[src/rtl/instruction_fetch_unit.sv]
// Instruction fetch stage: one-entry output register plus skid buffer, with
// redirect flush and a drain state for a request left outstanding by a redirect.
module instruction_fetch_unit #(
  parameter logic [31:0] RESET_PC = 32'h0000_0000
) (
  input  logic        Clk,
  input  logic        Reset_n,
  input  logic        Stall_IF,
  input  logic        Redirect,
  input  logic [31:0] Redirect_PC,
  output logic        Imem_Req,
  output logic [31:0] Imem_Addr,
  input  logic        Imem_Ack,
  input  logic [31:0] Imem_Rdata,
  output logic [31:0] Instruction_IF,
  output logic [31:0] PC_Plus_4_IF,
  output logic        Valid_IF
);

  localparam logic [1:0] FETCH = 2'd0;
  localparam logic [1:0] HOLD  = 2'd1;
  localparam logic [1:0] DRAIN = 2'd2;

  logic [1:0]  state_reg, state_next;
  logic [31:0] pc_reg, pc_next;
  logic [31:0] stale_reg, stale_next;
  logic [31:0] instr_reg, instr_next;
  logic [31:0] pc4_reg, pc4_next;
  logic        valid_reg, valid_next;
  logic [31:0] skid_instr_reg, skid_instr_next;
  logic [31:0] skid_pc4_reg, skid_pc4_next;
  logic        skid_valid_reg, skid_valid_next;

  logic [31:0] pc_plus_4;
  logic [31:0] addr_raw;
  logic        ack;
  logic        consume;
  logic        room;
  logic [1:0]  unused_redirect_lo;

  assign unused_redirect_lo = Redirect_PC[1:0];
  assign pc_plus_4 = pc_reg + 32'd4;
  assign consume   = valid_reg && !Stall_IF;
  assign room      = !valid_reg || !Stall_IF;

  // The request is withdrawn only while parked in HOLD or held in reset.
  assign Imem_Req  = Reset_n && (state_reg != HOLD);
  assign addr_raw  = (state_reg == DRAIN) ? stale_reg : pc_reg;
  assign Imem_Addr = {addr_raw[31:2], 2'b00};
  assign ack       = Imem_Ack && Imem_Req;

  assign Instruction_IF = instr_reg;
  assign PC_Plus_4_IF   = pc4_reg;
  assign Valid_IF       = valid_reg;

  always_comb begin
    state_next      = state_reg;
    pc_next         = pc_reg;
    stale_next      = stale_reg;
    instr_next      = instr_reg;
    pc4_next        = pc4_reg;
    valid_next      = valid_reg;
    skid_instr_next = skid_instr_reg;
    skid_pc4_next   = skid_pc4_reg;
    skid_valid_next = skid_valid_reg;

    // Consumed with nothing to replace it: present a NOP.
    if (consume) begin
      valid_next = 1'b0;
      instr_next = 32'h0000_0000;
    end

    if (Redirect) begin
      pc_next         = {Redirect_PC[31:2], 2'b00};
      valid_next      = 1'b0;
      instr_next      = 32'h0000_0000;
      skid_valid_next = 1'b0;
      case (state_reg)
        FETCH: begin
          if (ack) begin
            state_next = FETCH;
          end else begin
            state_next = DRAIN;
            stale_next = pc_reg;
          end
        end
        HOLD:    state_next = FETCH;
        DRAIN:   state_next = ack ? FETCH : DRAIN;
        default: state_next = FETCH;
      endcase
    end else begin
      case (state_reg)
        FETCH: begin
          if (ack) begin
            pc_next = pc_plus_4;
            if (room) begin
              instr_next = Imem_Rdata;
              pc4_next   = pc_plus_4;
              valid_next = 1'b1;
            end else begin
              skid_instr_next = Imem_Rdata;
              skid_pc4_next   = pc_plus_4;
              skid_valid_next = 1'b1;
              state_next      = HOLD;
            end
          end
        end
        HOLD: begin
          if (consume) begin
            instr_next      = skid_instr_reg;
            pc4_next        = skid_pc4_reg;
            valid_next      = skid_valid_reg;
            skid_valid_next = 1'b0;
            state_next      = FETCH;
          end
        end
        DRAIN: begin
          if (ack) state_next = FETCH;
        end
        default: state_next = FETCH;
      endcase
    end
  end

  always_ff @(posedge Clk or negedge Reset_n) begin
    if (!Reset_n) begin
      state_reg      <= FETCH;
      pc_reg         <= RESET_PC;
      stale_reg      <= 32'h0000_0000;
      instr_reg      <= 32'h0000_0000;
      pc4_reg        <= 32'h0000_0000;
      valid_reg      <= 1'b0;
      skid_instr_reg <= 32'h0000_0000;
      skid_pc4_reg   <= 32'h0000_0000;
      skid_valid_reg <= 1'b0;
    end else begin
      state_reg      <= state_next;
      pc_reg         <= pc_next;
      stale_reg      <= stale_next;
      instr_reg      <= instr_next;
      pc4_reg        <= pc4_next;
      valid_reg      <= valid_next;
      skid_instr_reg <= skid_instr_next;
      skid_pc4_reg   <= skid_pc4_next;
      skid_valid_reg <= skid_valid_next;
    end
  end

endmodule

[config.mk]
export PLATFORM = sky130hd
export DESIGN_NAME = instruction_fetch_unit
export DESIGN_NICKNAME = d
export VERILOG_FILES = /design/src/rtl/instruction_fetch_unit.sv
export SDC_FILE = /design/constraint.sdc
export NUM_CORES = 1
export LEC_CHECK = 0
export ABC_AREA = 1
export CORE_ASPECT_RATIO = 2
export CORE_MARGIN = 8
export CORE_UTILIZATION = 55
export CTS_CLUSTER_SIZE = 24
export DETAILED_ROUTE_END_ITERATION = 10
export GPL_TIMING_DRIVEN = 0
export PLACE_DENSITY = 0.8
export SKIP_LAST_GASP = 1
export SLEW_MARGIN = 20
export SYNTH_ARGS = -nofsm -noshare
export SYNTH_HDL_FRONTEND = slang
export SYNTH_SLANG_ARGS = --single-unit
[constraint.sdc]
create_clock -name Clk -period 3.2 [get_ports Clk]
set_clock_uncertainty 0.15 [all_clocks]
set_input_delay 0.64 -clock Clk [delete_from_list [all_inputs] [get_ports Clk]]
set_output_delay 0.64 -clock Clk [all_outputs]
set_load 0.02 [all_outputs]
# Word level (Yosys, flattened, before mapping)
# Index checks and enable logic that the tools add are counted.
# totals
rom_bits	0
memories	0
ram_bits	0
latch_bits	0
ff_bits	196
# op_classes
eq_ne	10
div	0
n_addsub	1
bitwise	3
n_mux	33
n_reduce_logical	18
n_shift	0
n_lt_le_gt_ge	0
mul	0
# ops
cell	n
$mux 32	12
$pmux 32 s2	2
$add 32x3->32 const B	1
$mux 2	7
$ne 3x3->1 const B	4
$reduce_and 4->1	3
$mux 1	9
$ne 2x2->1 const B	3
$pmux 2 s3	1
$reduce_bool 2->1	3
$reduce_and 5->1	1
$pmux 1 s2	2
$logic_and 1x1->1	3
$not 1->1	3
$reduce_and 3->1	1
$reduce_bool 3->1	1
$eq 2x1->1 const B	1
$eq 2x2->1 const B	1
$logic_not 1->1	2
$logic_not 2->1	1
$ne 2x1->1 const B	1
$reduce_and 2->1	1
$reduce_or 2->1	1
$logic_or 1x1->1	1

# Logic depth before layout (Yosys ltp)
# depth
depth_word	7
mapped_depth	11
mapped_depth_nobuf	10

# Worst setup path before layout
# OpenSTA, ideal clock, no wires.
# synth_path
path_type	register -> output
start	register state_reg[0]
end	output Imem_Addr[10]
required_ps	2410
slack_ps	1021
arrival_ps	1389
n_path_buf	1
path_stages_with_launch	6
path_cell_list	dfrtp_1 inv_2 nand2_1 buf_1 nor2_1 a21oi_1
# synth_between
elab_chain_cells	2
# synth_rtl
item	line	text
start: declaration	24	logic [1:0] state_reg, state_next;
start signal: assignment	137	state_reg <= state_next;
$eq 2x2->1	48	assign addr_raw = (state_reg == DRAIN) ? stale_reg : pc_reg;
$mux 32	48	
end: declaration	12	output logic [31:0] Imem_Addr,
# No other way between the ends.

# Worst setup path after layout
# layout_path
start	register state_reg[0]
end	output Imem_Addr[4]
# The elaborated chain is that of the path after synthesis.

==> flow_summary_export.csv <==
group,metric,value,unit
min_path,min_path_type,"input pin to asynchronous set/reset pin",
cells_and_area,multi_input_area,4190,µm²
cells_and_area,seq_area,4706,µm²
routing,drcViolationCount,0,
sta,setup_tns,0,ns
place,hpwl,23610,µm
place,portBuffers,160,
flow_run,maxCapViolCount,0,
place,place_congestion,1.009,
synthesis,syn_inst,1305,
clocking,cts_htree_levels,4,
floorplan,pin_count,167,
sta,slew_violations,0,
sta,layout_setup_ws,0.03356,ns
routing,vias,9630,
cells_and_area,nNetsFinal,1561,
setup_path,required,2.41,ns
global_route,track_usage,29.63,%
floorplan,fp-row-count,68,
routing,first_iter_violations,587,
cells_and_area,fin_area,12190,µm²
setup_path,critPathKind,"flip-flop to output pin",
sta,fin_crit,3.166,ns
floorplan,die_h,202.8,µm
global_route,grt_max_degree,80,
power_and_ir_drop,p_leak,5.922,nW
synthesis,ys_types,33,
setup_path,max_stage_delay,0.64,ns
clocking,post_cts_buffers,0,
sta,maxClockFrequency,315.8,MHz
routing,drt_wl_total,31820,µm
routing,first_pass_iters,5,
power_and_ir_drop,p_per_area,578.2,nW/µm²
routing,vias_per_cell,5.622,
clocking,cts.clk_slew.worst_paths,0.07,ns
synthesis,synthFlopType,"dfrtp_1",
clocking,tritoncts,"yes",
setup_path,end_kind,"output pin",
global_route,grt_first_pass_wirelength,50830,µm
synthesis,synthArstFlopShare,100.0,%
setup_path,crit_slowest_cell,"clkdlybuf4s50_1",
floorplan,coreArea,17190,µm²
global_route,grt-ovfl-total,0,
setup_path,crit_path_max_fanout,10,
synthesis,synth_enable_flop_cells,0,
synthesis,yosys_warnings,0,
setup_path,cp.arrival,2.38,ns
setup_path,path_cells,"inv_2 -> nand2_2 -> buf_2 -> nor2_1 -> a21oi_1 -> clkdlybuf4s50_1",
clocking,cts_sinks,188,
floorplan,start_util,55.82,%
cells_and_area,drive_above_1_share,5.988,%
setup_path,critPathLaunchType,"flip-flop",
synthesis,yosysSeqAreaShare,49.03,%
cells_and_area,fill_cells,1421,
synthesis,synth_area,9594,µm²
cells_and_area,antenna_cells,0,
sta,hold_viol,0,
sta,maxSlewHeadroom,53.90,%
sta,period_share,98.95,%
cells_and_area,final_util,70.93,%
sta,tightest_slew,0.6916,ns
sta,timing.hold.ws,0.07722,ns
clocking,clk_path_buf_depth,2,
place,dp_slack,0.09741,ns
synthesis,postSynthAreaPerCell,7.352,µm²
outcome,status,"complete, no violations",
floorplan,die_w,109.4,µm
synthesis,ys_ff_latch,188,
routing,antenna_left,0,
place,place_area,11530,µm²
cells_and_area,area_growth,27.06,%
global_route,grt_pass1_vias,9999,
power_and_ir_drop,ir_worst_vdd,0.0003829,V
floorplan,die-area,22180,µm²
sta,setup_viol,0,
clocking,insertion_delay,0.44,ns
clocking,cts_buffers,17,
global_route,antenna_found_initial,0,
routing,wl_per_cell,18.57,µm
clocking,root_buffer,"clkbuf_16",
## final timing paths
path                                         start            endpoint  slack [ns]  cells past startpoint
worst min register to register  skid_instr_reg[22]  skid_instr_reg[22]        0.32                      2
worst min-delay path                       Reset_n  Instruction_IF[28]        0.08                      2
worst max-delay path                  state_reg[0]        Imem_Addr[4]        0.03                      6
min in group Clk                skid_instr_reg[22]  skid_instr_reg[22]        0.32                      2
worst max register to register           pc_reg[3]    PC_Plus_4_IF[20]        0.87                     10
max in group asynchronous                  Reset_n   Instruction_IF[6]        2.06                      2
## power breakdown
part / internal (W) / total [W] / switching [W]
Combinational: 0.000780 / 0.00186 / 0.00108
Clock: 0.00126 / 0.00219 / 0.000934
Sequential: 0.00275 / 0.00300 / 0.000246
## cell usage after synthesis, drive strengths merged (2+ instances only)
cell type / number / share of area (%)
nand3: 80 / 4.3
a31oi: 5 / 0.33
nand2: 472 / 19
and2: 2 / 0.13
inv: 96 / 3.8
o211ai: 21 / 1.6
clkbuf: 32 / 1.3
xor2: 5 / 0.46
nor2: 137 / 5.7
a22oi: 12 / 0.94
buf: 41 / 2.4
o21ai: 140 / 7.3
a21oi: 66 / 3.5
dfrtp: 188 / 49
## layer usage
metal | GRT usage, % | routed length, µm
met5 | 0 | 0
met4 | 21.95 | 2297
met3 | 5.303 | 2025
met2 | 51.71 | 16810
met1 | 30.15 | 10690
## worst max-delay path, delay by kind of cell (launching register included)
kind            cells  cell delay [ns]
compound gates      1             0.18
simple gates        2             0.28
buf+inv             3             1.00
flops               1             0.47
## area by class of cell
cell class | count | area share (%)
Multi-Input combinational cell | 951 | 34.37
Clock inverter | 8 | 0.8724
Clock buffer | 23 | 4.085
Tap cell | 210 | 2.155
Inverter | 96 | 2.956
Sequential cell | 188 | 38.60
Buffer | 73 | 2.956
Timing Repair Buffer | 164 | 14.00
## kinds of logic after synthesis
kind of cell    count (synthesis)  synth area share, %
compound gates                248                14.03
other cells                     1              0.03909
flops                         188                49.03
fa+ha+maj                       1               0.1304
buf+inv                       169                7.434
simple gates                  692                28.78
xor+xnor                        6               0.5477
## through the flow
stage          total power (W)  std cells
2_1_floorplan         0.003975       1308
3_3_place_gp          0.004824       1678
3_5_place_dp          0.004875       1680
4_1_cts               0.007058       1713
5_1_grt               0.007352       1713
6_report              0.007048       1713
## placed cells by master, fill, tap and decap left out, drive strengths merged, types with 2 or more instances in the layout
| cell | netlist | layout |
|---|---|---|
| nand2 | 472 | 472 |
| xor2 | 5 | 5 |
| conb | 1 | 4 |
| clkinvlp | 0 | 2 |
| inv | 96 | 97 |
| o211ai | 21 | 21 |
| a22oi | 12 | 12 |
| a21oi | 66 | 66 |
| buf | 41 | 42 |
| o21ai | 140 | 140 |
| clkbuf | 32 | 58 |
| dlymetal6s2s | 0 | 3 |
| clkdlybuf4s50 | 0 | 156 |
| and2 | 2 | 2 |
| nor2 | 137 | 137 |
| nand3 | 80 | 80 |
| clkinv | 0 | 3 |
| a31oi | 5 | 5 |
| bufinv | 0 | 2 |
| dfrtp | 188 | 188 |
## what timing repair did
| item | 4_1_cts | 5_1_grt |
|---|---|---|
| endpoints found under the setup margin | 30 | 17 |
| pin swaps | 0 | 0 |
| resized for setup | 5 | 6 |
| hold endpoints to repair | 47 | 0 |
| hold buffers | 2 | 0 |
Note: power is estimated with default switching activity, not from simulation.
